[config.mk]
export PLATFORM = sky130hd
export DESIGN_NAME = ql_rtc_timer
export DESIGN_NICKNAME = d
export VERILOG_FILES = /design/src/rtl/ql_rtc_pkg.sv /design/src/rtl/ql_rtc_alarm.sv /design/src/rtl/ql_rtc_timer.sv
export SDC_FILE = /design/constraint.sdc
export NUM_CORES = 1
export LEC_CHECK = 0
export ABC_AREA = 1
export CORE_MARGIN = 5
export CORE_UTILIZATION = 35
export CTS_CLUSTER_DIAMETER = 80
export DETAILED_ROUTE_END_ITERATION = 7
export PLACE_DENSITY = 0.52
export SLEW_MARGIN = 5
export SYNTH_ARGS = -nofsm -noshare
export SYNTH_HDL_FRONTEND = slang
export SYNTH_SLANG_ARGS = --single-unit
[constraint.sdc]
create_clock -name clk64k -period 6.9 [get_ports clk64k]
set_input_delay 0.69 -clock clk64k [delete_from_list [all_inputs] [get_ports clk64k]]
set_output_delay 0.69 -clock clk64k [all_outputs]
set_load 0.01 [all_outputs]
[src/rtl/ql_rtc_pkg.sv]
// ql_rtc_pkg
// Purpose : shared constants for the RTC timer slice: register addresses,
//           control bit positions, fractional width and calibration fields.
// Ports   : none (package).
// Options : RTC_CALIB_EN enables the CALIB register in ql_rtc_timer.
package ql_rtc_pkg;

   localparam int FRAC_W = 16;

   localparam logic [3:0] ADDR_SEC_HI   = 4'd0;
   localparam logic [3:0] ADDR_SEC_LO   = 4'd1;
   localparam logic [3:0] ADDR_FRAC     = 4'd2;
   localparam logic [3:0] ADDR_CTRL     = 4'd3;
   localparam logic [3:0] ADDR_IRQ      = 4'd4;
   localparam logic [3:0] ADDR_CALIB    = 4'd5;
   localparam logic [3:0] ADDR_ALM_BASE = 4'd8;

   localparam int CTRL_RUN_BIT = 0;

   localparam int ALM_EN_BIT       = 0;
   localparam int ALM_PERIODIC_BIT = 1;
   localparam int ALM_IRQEN_BIT    = 2;

   localparam int CALIB_DIR_BIT = 15;
   localparam int CALIB_N_LSB   = 0;
   localparam int CALIB_N_W     = 8;

   // Register selected inside one alarm channel's 4-word window.
   typedef enum logic [1:0] {
      ALM_REG_HI     = 2'd0,
      ALM_REG_LO     = 2'd1,
      ALM_REG_CTRL   = 2'd2,
      ALM_REG_PERIOD = 2'd3
   } almReg_e;

endpackage

[src/rtl/ql_rtc_alarm.sv]
// ql_rtc_alarm
// Purpose : one alarm compare channel. Holds the compare value, reload
//           period and control bits, flags a match when the seconds counter
//           ticks onto the compare value, and reloads or disarms itself.
// Ports   : clk64k, reset      - RTC clock, async active-high reset
//           i_tick             - seconds counter advances by tick this edge
//           i_secNext          - seconds value taking effect on this edge
//           i_wrSel, i_regSel  - CPU write to this channel and which word
//           i_wdata            - CPU write data
//           o_rdata            - readback of the word picked by i_regSel
//           o_irqEn            - channel interrupt enable
//           o_setPending       - match on this edge (combinational)
module ql_rtc_alarm
   import ql_rtc_pkg::*;
#(
   parameter int SEC_W = 32
) (
   input  logic             clk64k,
   input  logic             reset,
   input  logic             i_tick,
   input  logic [SEC_W-1:0] i_secNext,
   input  logic             i_wrSel,
   input  almReg_e          i_regSel,
   input  logic [15:0]      i_wdata,
   output logic [15:0]      o_rdata,
   output logic             o_irqEn,
   output logic             o_setPending
);

   logic [SEC_W-1:0] r_cmp;
   logic [15:0]      r_period;
   logic             r_en;
   logic             r_periodic;
   logic             r_irqEn;

   logic [31:0]      w_cmpWide;
   logic [31:0]      w_cmpHiLoad;
   logic [31:0]      w_cmpLoLoad;
   logic             w_match;

   // The compare value is handled as a zero-extended 32-bit word so the
   // HI/LO halves line up with the CPU view whatever SEC_W is.
   assign w_cmpWide   = 32'(r_cmp);
   assign w_cmpHiLoad = {i_wdata, w_cmpWide[15:0]};
   assign w_cmpLoLoad = {w_cmpWide[31:16], i_wdata};

   // Only tick-driven second changes can match; CPU loads never reach here.
   assign w_match      = i_tick && r_en && (i_secNext == r_cmp);
   assign o_setPending = w_match;
   assign o_irqEn      = r_irqEn;

   // Match handling first, CPU write afterwards so a same-cycle CPU write
   // to HI/LO/CTRL takes priority over the reload/disarm of that register.
   // A zero period in periodic mode falls back to one-shot behaviour.
   always_ff @(posedge clk64k or posedge reset) begin
      if (reset) begin
         r_cmp      <= '0;
         r_period   <= '0;
         r_en       <= 1'b0;
         r_periodic <= 1'b0;
         r_irqEn    <= 1'b0;
      end else begin
         if (w_match) begin
            if (r_periodic && (r_period != 16'd0)) begin
               r_cmp <= r_cmp + SEC_W'(r_period);
            end else begin
               r_en <= 1'b0;
            end
         end
         if (i_wrSel) begin
            case (i_regSel)
               ALM_REG_HI:     r_cmp <= w_cmpHiLoad[SEC_W-1:0];
               ALM_REG_LO:     r_cmp <= w_cmpLoLoad[SEC_W-1:0];
               ALM_REG_CTRL: begin
                  r_en       <= i_wdata[ALM_EN_BIT];
                  r_periodic <= i_wdata[ALM_PERIODIC_BIT];
                  r_irqEn    <= i_wdata[ALM_IRQEN_BIT];
               end
               ALM_REG_PERIOD: r_period <= i_wdata;
               default:        r_period <= r_period;
            endcase
         end
      end
   end

   // Readback of the channel word currently addressed.
   always_comb begin
      o_rdata = '0;
      case (i_regSel)
         ALM_REG_HI:     o_rdata = w_cmpWide[31:16];
         ALM_REG_LO:     o_rdata = w_cmpWide[15:0];
         ALM_REG_CTRL: begin
            o_rdata[ALM_EN_BIT]       = r_en;
            o_rdata[ALM_PERIODIC_BIT] = r_periodic;
            o_rdata[ALM_IRQEN_BIT]    = r_irqEn;
         end
         ALM_REG_PERIOD: o_rdata = r_period;
         default:        o_rdata = '0;
      endcase
   end

endmodule

[src/rtl/ql_rtc_timer.sv]
// ql_rtc_timer
// Purpose : RTC timer on the 65536 Hz clock. 16-bit fractional counter plus
//           SEC_W-bit seconds counter, CPU load and tear-free snapshot read,
//           NUM_ALARMS compare channels with sticky pending bits and irq.
// Ports   : clk64k, reset          - RTC clock, async active-high reset
//           i_wr, i_rd             - single-cycle bus strobes (clk64k domain)
//           i_addr, i_wdata        - register index and write data
//           o_rdata                - combinational read data for i_addr
//           o_irq_pending          - sticky alarm flags (write-1-to-clear)
//           o_irq                  - registered OR of enabled pending flags
//           o_sec_tick             - one-cycle pulse when seconds advance
// Options : RTC_CALIB_EN adds the CALIB register (addr 5) and the periodic
//           one-count advance/retard of the fractional counter.
module ql_rtc_timer
   import ql_rtc_pkg::*;
#(
   parameter int   SEC_W      = 32,
   parameter int   NUM_ALARMS = 2,
   parameter logic RUN_RST    = 1'b1
) (
   input  logic                  clk64k,
   input  logic                  reset,
   input  logic                  i_wr,
   input  logic                  i_rd,
   input  logic [3:0]            i_addr,
   input  logic [15:0]           i_wdata,
   output logic [15:0]           o_rdata,
   output logic [NUM_ALARMS-1:0] o_irq_pending,
   output logic                  o_irq,
   output logic                  o_sec_tick
);

   logic [FRAC_W-1:0]     r_frac;
   logic [SEC_W-1:0]      r_sec;
   logic                  r_run;
   logic [15:0]           r_holdHi;
   logic [15:0]           r_snapLo;
   logic [FRAC_W-1:0]     r_snapFrac;
   logic [NUM_ALARMS-1:0] r_pending;
   logic                  r_irq;
   logic                  r_secTick;

   logic                  w_wrSecHi;
   logic                  w_wrSecLo;
   logic                  w_wrFrac;
   logic                  w_wrCtrl;
   logic                  w_wrIrq;
   logic                  w_rdSecHi;
   logic                  w_carry;
   logic                  w_tick;
   logic [SEC_W-1:0]      w_secNext;
   logic [31:0]           w_secWide;
   logic [31:0]           w_loadWide;
   logic [FRAC_W-1:0]     w_fracNext;
   logic [NUM_ALARMS-1:0] w_setPending;
   logic [NUM_ALARMS-1:0] w_clrPending;
   logic [NUM_ALARMS-1:0] w_irqEn;
   logic [15:0]           w_almRdata [NUM_ALARMS];

   assign w_wrSecHi = i_wr && (i_addr == ADDR_SEC_HI);
   assign w_wrSecLo = i_wr && (i_addr == ADDR_SEC_LO);
   assign w_wrFrac  = i_wr && (i_addr == ADDR_FRAC);
   assign w_wrCtrl  = i_wr && (i_addr == ADDR_CTRL);
   assign w_wrIrq   = i_wr && (i_addr == ADDR_IRQ);
   assign w_rdSecHi = i_rd && (i_addr == ADDR_SEC_HI);

   // A carry rolls the second over; a same-edge SEC_LO load overrides it,
   // so the tick (and alarm evaluation) is only seen on genuine carries.
   assign w_carry    = r_run && (r_frac == {FRAC_W{1'b1}});
   assign w_tick     = w_carry && !w_wrSecLo;
   assign w_secNext  = r_sec + SEC_W'(1);
   assign w_secWide  = 32'(r_sec);
   assign w_loadWide = {r_holdHi, i_wdata};

   assign w_clrPending = w_wrIrq ? i_wdata[NUM_ALARMS-1:0] : '0;

`ifdef RTC_CALIB_EN
   logic                 r_calDir;
   logic [CALIB_N_W-1:0] r_calN;
   logic [CALIB_N_W-1:0] r_calCnt;
   logic                 r_calArm;
   logic                 w_wrCalib;
   logic                 w_calAdjust;

   assign w_wrCalib = i_wr && (i_addr == ADDR_CALIB);

   // The adjustment is applied once, early in the second after an armed
   // boundary; staying below FFFE keeps a +2 step from skipping the carry.
   assign w_calAdjust = r_calArm && r_run && (r_frac < 16'hFFFE);

   // Every Nth tick arms one adjustment for the following second. Writing
   // CALIB restarts the boundary count so a new setting starts cleanly.
   always_ff @(posedge clk64k or posedge reset) begin
      if (reset) begin
         r_calDir <= 1'b0;
         r_calN   <= '0;
         r_calCnt <= '0;
         r_calArm <= 1'b0;
      end else if (w_wrCalib) begin
         r_calDir <= i_wdata[CALIB_DIR_BIT];
         r_calN   <= i_wdata[CALIB_N_LSB +: CALIB_N_W];
         r_calCnt <= '0;
         r_calArm <= 1'b0;
      end else begin
         if (w_calAdjust) begin
            r_calArm <= 1'b0;
         end
         if (w_tick && (r_calN != '0)) begin
            if (r_calCnt == r_calN - 8'd1) begin
               r_calCnt <= '0;
               r_calArm <= 1'b1;
            end else begin
               r_calCnt <= r_calCnt + 8'd1;
            end
         end
      end
   end
`endif

   // Next fractional value: free count when running (wraps FFFF->0 on the
   // carry), optional calibration step, then CPU loads which always win.
   always_comb begin
      w_fracNext = r_frac;
      if (r_run) begin
         w_fracNext = r_frac + 16'd1;
`ifdef RTC_CALIB_EN
         if (w_calAdjust) begin
            w_fracNext = r_calDir ? r_frac : r_frac + 16'd2;
         end
`endif
      end
      if (w_wrFrac) begin
         w_fracNext = i_wdata;
      end
      if (w_wrSecLo) begin
         w_fracNext = '0;
      end
   end

   // Counter, run control, load holding register and snapshot capture.
   // The snapshot takes the pre-edge sec/frac, i.e. the same instant whose
   // upper seconds are being returned live on the addr 0 read.
   always_ff @(posedge clk64k or posedge reset) begin
      if (reset) begin
         r_frac     <= '0;
         r_sec      <= '0;
         r_run      <= RUN_RST;
         r_holdHi   <= '0;
         r_snapLo   <= '0;
         r_snapFrac <= '0;
         r_secTick  <= 1'b0;
      end else begin
         r_frac    <= w_fracNext;
         r_secTick <= w_tick;
         if (w_wrSecLo) begin
            r_sec <= w_loadWide[SEC_W-1:0];
         end else if (w_carry) begin
            r_sec <= w_secNext;
         end
         if (w_wrSecHi) begin
            r_holdHi <= i_wdata;
         end
         if (w_wrCtrl) begin
            r_run <= i_wdata[CTRL_RUN_BIT];
         end
         if (w_rdSecHi) begin
            r_snapLo   <= w_secWide[15:0];
            r_snapFrac <= r_frac;
         end
      end
   end

   // Sticky pending flags: a new match beats a concurrent write-1-to-clear.
   // The irq output follows the pending flags one cycle later.
   always_ff @(posedge clk64k or posedge reset) begin
      if (reset) begin
         r_pending <= '0;
         r_irq     <= 1'b0;
      end else begin
         r_pending <= (r_pending & ~w_clrPending) | w_setPending;
         r_irq     <= |(r_pending & w_irqEn);
      end
   end

   // One compare channel per alarm; channel n owns addresses 8+4n..11+4n.
   genvar n;
   generate
      for (n = 0; n < NUM_ALARMS; n++) begin : g_alarm
         localparam logic [3:0] BASE = ADDR_ALM_BASE + 4'(4 * n);
         ql_rtc_alarm #(
            .SEC_W (SEC_W)
         ) u_alarm (
            .clk64k       (clk64k),
            .reset        (reset),
            .i_tick       (w_tick),
            .i_secNext    (w_secNext),
            .i_wrSel      (i_wr && (i_addr[3:2] == BASE[3:2])),
            .i_regSel     (almReg_e'(i_addr[1:0])),
            .i_wdata      (i_wdata),
            .o_rdata      (w_almRdata[n]),
            .o_irqEn      (w_irqEn[n]),
            .o_setPending (w_setPending[n])
         );
      end
   endgenerate

   // Combinational register readback; anything unmapped returns zero.
   always_comb begin
      o_rdata = '0;
      case (i_addr)
         ADDR_SEC_HI: o_rdata = w_secWide[31:16];
         ADDR_SEC_LO: o_rdata = r_snapLo;
         ADDR_FRAC:   o_rdata = r_snapFrac;
         ADDR_CTRL:   o_rdata = {15'd0, r_run};
         ADDR_IRQ:    o_rdata = 16'(r_pending);
`ifdef RTC_CALIB_EN
         ADDR_CALIB:  o_rdata = {r_calDir, 7'd0, r_calN};
`endif
         default: begin
            for (int k = 0; k < NUM_ALARMS; k++) begin
               if (i_addr[3] && (i_addr[2] == k[0])) begin
                  o_rdata = w_almRdata[k];
               end
            end
         end
      endcase
   end

   assign o_irq_pending = r_pending;
   assign o_irq         = r_irq;
   assign o_sec_tick    = r_secTick;

endmodule
==> impl_metrics.env <==
export IMPL_syn_inst=2694
export IMPL_die_width_um=229
export IMPL_max_h_tree_level=1
export IMPL_seq_area_um2=5080
export IMPL_grt_setup_unrepaired="false"
export IMPL_fin_skew_ns=0.0356
export IMPL_dr_first_iter_drc_count=2477
export IMPL_maximum_fanout_along_the_worst_path=30
export IMPL_asyncSetResetFlopFracSynth_pct=100
export IMPL_drv_max_cap_violation_count=0
export IMPL_grtUsageTotal_pct=32.5
export IMPL_numPortBuffers=43
export IMPL_wl_mm=88.4
export IMPL_area_growth_pct=11.5
export IMPL_cp_slowest_stage_delay_ns=1.00
export IMPL_globalplace_congestion=1.03
export IMPL_cts_buffers_inserted=28
export IMPL_start_util_pct=35.3
export IMPL_detail_route_drc_violations=0
export IMPL_total_power_mw=6.09
export IMPL_worstMarginPinSlew_ns=1.28
export IMPL_worst_ep_arrival_time_ns=4.49
export IMPL_critical_path_class="in -> out"
export IMPL_vias_per_cell=5.90
export IMPL_tritoncts="done"
export IMPL_grt_max_degree=125
export IMPL_clockRootBuffer="clkbuf_16"
export IMPL_dieArea_um2=52400
export IMPL_timing_critical_path_buf_inv=4
export IMPL_final_layout_size_suffix_gt1_share_pct=4.58
export IMPL_critPathRequiredTime_ns=6.21
export IMPL_sum_of_negative_setup_slack_ns=0
export IMPL_post_synth_num_cell_types=50
export IMPL_filler_cell_count=5135
export IMPL_total_iterations_of_the_first_detailed_routing_run=6
export IMPL_cts_hold_fix_buffers=0
export IMPL_number_of_antenna_violations_at_the_first_check_in_global_routing=3
export IMPL_synth_fp_nets=2754
export IMPL_cts_sink_count=203
export IMPL_post_synth_cell_area_avg_um2=6.23
export IMPL_dr_total_vias=19625
export IMPL_cp_end_kind="output port"
export IMPL_dp_slack_ns=1.92
export IMPL_power_density_nw_per_um2=325
export IMPL_ctsResizeCount=0
export IMPL_fin_crit_sh_pct=75.1
export IMPL_worst_slack_ns=1.72
export IMPL_setup_failing_eps_final=0
export IMPL_multiInputGateArea_um2=10100
export IMPL_fmaxAchievable_mhz=193
export IMPL_timing_final_max_slew_violations=0
export IMPL_ys_seq_area_share_pct=30.3
export IMPL_path_delay_family="buffers and inverters"
export IMPL_slew_limit_headroom_pct=14.4
export IMPL_overflow=0
export IMPL_outcome="completed"
export IMPL_routed_wire_length_per_instance_um=26.6
export IMPL_final_hold_violation_count=0
export IMPL_hpwl_mm=69.4
export IMPL_cp_start_kind="primary input"
export IMPL_critPathSlowestCell="nand2_1"
export IMPL_fp_row_count=80
export IMPL_static_leakage_power_nw=9.11
export IMPL_drtAntennaViolNets=0
export IMPL_clockBufferDepth=3
export IMPL_synth_enable_flop_cells=0
export IMPL_global_route_wire_length_before_repair_mm=128
export IMPL_cts_reportedPaths_clkPinSlew_ns=0.05
export IMPL_clkLatencyLatePin_ns=0.60
export IMPL_placeableCoreArea_um2=47500
export IMPL_syn_area_um2=16800
export IMPL_postCtsSetupBuffers=0
export IMPL_final_nets=2745
export IMPL_synth_top_flop_cell="dfrtp_1"
export IMPL_synthesis_yosys_warnings=0
export IMPL_grt_pass1_vias=18483
export IMPL_dieHeight_um=229
export IMPL_worstHoldPathType="reg -> reg"
export IMPL_ys_ff_latch=203
export IMPL_timing_critical_path_cells="clkdlybuf4s50_1 > buf_4 > nand2_1 > clkinv_1 > a221oi_1 > a221oi_1 > a21oi_1 > o211ai_1 > clkdlybuf4s50_1"
export IMPL_power_ir_vdd_worst_uv=190
export IMPL_min_period_ns=5.18
export IMPL_io_pins=44
## metrics by stage
stage	std cells	utilization, %	instance area, µm²	hold WS, ns
2_1_floorplan	2694	-	16800	0.442
3_3_place_gp	3270	37.3	17700	0.463
3_5_place_dp	3270	37.3	17700	0.478
4_1_cts	3321	39.3	18700	0.490
5_1_grt	3321	39.3	18700	0.518
6_report	3325	39.4	18700	0.489
## worst min-delay path, delay by kind of cell (launching register included)
family | cells | cell delay, ns
simple gates | 2 | 0.11
flops | 1 | 0.35
## final cells by class
class                      instances  area share [%]
sequential                       203            27.1
inverter                         321            6.48
clock inverter                     9           0.769
multi-input combinational       2066            53.8
timing repair buffer              65            3.18
tap                              615            4.11
antenna                            4          0.0535
clock buffer                      42            4.51
## power breakdown
| group | switching [mW] | internal, mW | total (mW) |
|---|---|---|---|
| logic | 1.81 | 0.740 | 2.55 |
| registers | 0.484 | 1.48 | 1.96 |
| clock network | 0.624 | 0.955 | 1.58 |
| total | 2.92 | 3.17 | 6.09 |
## placed cells by master (no fill, tap or decap), types with 4 or more instances in the layout
cell and n:
a21o_1 6, a21oi_1 117, a221oi_1 22, and2_1 5
and3_1 4, buf_4 22, clkbuf_1 5, clkbuf_16 28
clkbuf_8 9, clkdlybuf4s50_1 43, clkinv_1 4, dfrtp_1 202
diode_2 4, ha_1 34, inv_1 313, nand2_1 893
nand2_2 12, nand3_1 221, nand3_2 5, nand4_1 60
nor2_1 232, nor2_2 10, nor2_4 7, nor3_1 29
nor4_1 7, o211ai_1 24, o21ai_0 182, o21ai_1 15
o21bai_1 11, o221ai_1 35, o22ai_1 71, o2bb2ai_1 4
or2_2 6, xor2_1 28
## registers in the layout (all words and copies together), names as in the netlist, 2 cells and up
register and cells:
g_alarm.u_alarm.r_period 32, o_irq_pending 2, g_alarm.u_alarm.r_periodic 2, r_sec 32
g_alarm.u_alarm.o_irqEn 2, r_holdHi 16, g_alarm.u_alarm.r_en 2, r_frac 16
g_alarm.u_alarm.r_cmp 64, r_snapFrac 16, r_snapLo 16
## metal layers
| layer | vias to the layer above | global-route usage, % | share of wire [%] | routed length [µm] |
|---|---|---|---|---|
| met2 | 1113 | 49.0 | 43 | 37600 |
| met5 | - | 0 | 0 | 0 |
| met4 | 0 | 15.7 | 6.2 | 5470 |
| met3 | 232 | 7.60 | 11 | 9380 |
| li1 | 8899 | - | - | - |
| met1 | 9381 | 44.0 | 41 | 36000 |
## cells in the mapped netlist (all sizes together), types with 34 or more instances
| cell | count | area share (%) |
|---|---|---|
| dfrtp | 202 | 30 |
| inv | 317 | 7.1 |
| nand4 | 61 | 2.3 |
| o22ai | 71 | 2.6 |
| a21oi | 118 | 3.5 |
| nand2 | 907 | 21 |
| o21ai | 199 | 6.0 |
| ha | 34 | 2.5 |
| nand3 | 226 | 6.9 |
| o221ai | 35 | 1.8 |
| clkbuf | 76 | 1.7 |
| nor2 | 251 | 6.2 |
## path summary, 6_finish.rpt
path / startpoint / end / slack, ns / depth (start not counted)
max: i_addr[0] / o_rdata[0] / 1.72 / 9
min: r_snapLo[1] / r_snapLo[1] / 0.49 / 2
max reg2reg: r_sec[0] / g_alarm[1].u_alarm.r_cmp[27] / 2.42 / 15
min reg2reg: r_snapLo[1] / r_snapLo[1] / 0.49 / 2
max in group asynchronous: reset / r_holdHi[13] / 4.73 / 3
min in group asynchronous: reset / r_snapLo[10] / 0.71 / 2
## cells by family after synthesis
group                    share of synthesized area (%)
AO/OA/AOI/OAI                                     17.5
XOR/XNOR                                          1.57
adder cells (fa/ha/maj)                           2.77
buffers and inverters                             9.87
flip-flops                                        30.3
AND/OR/NAND/NOR                                   38.1
Note: power is estimated with default switching activity, not from simulation.
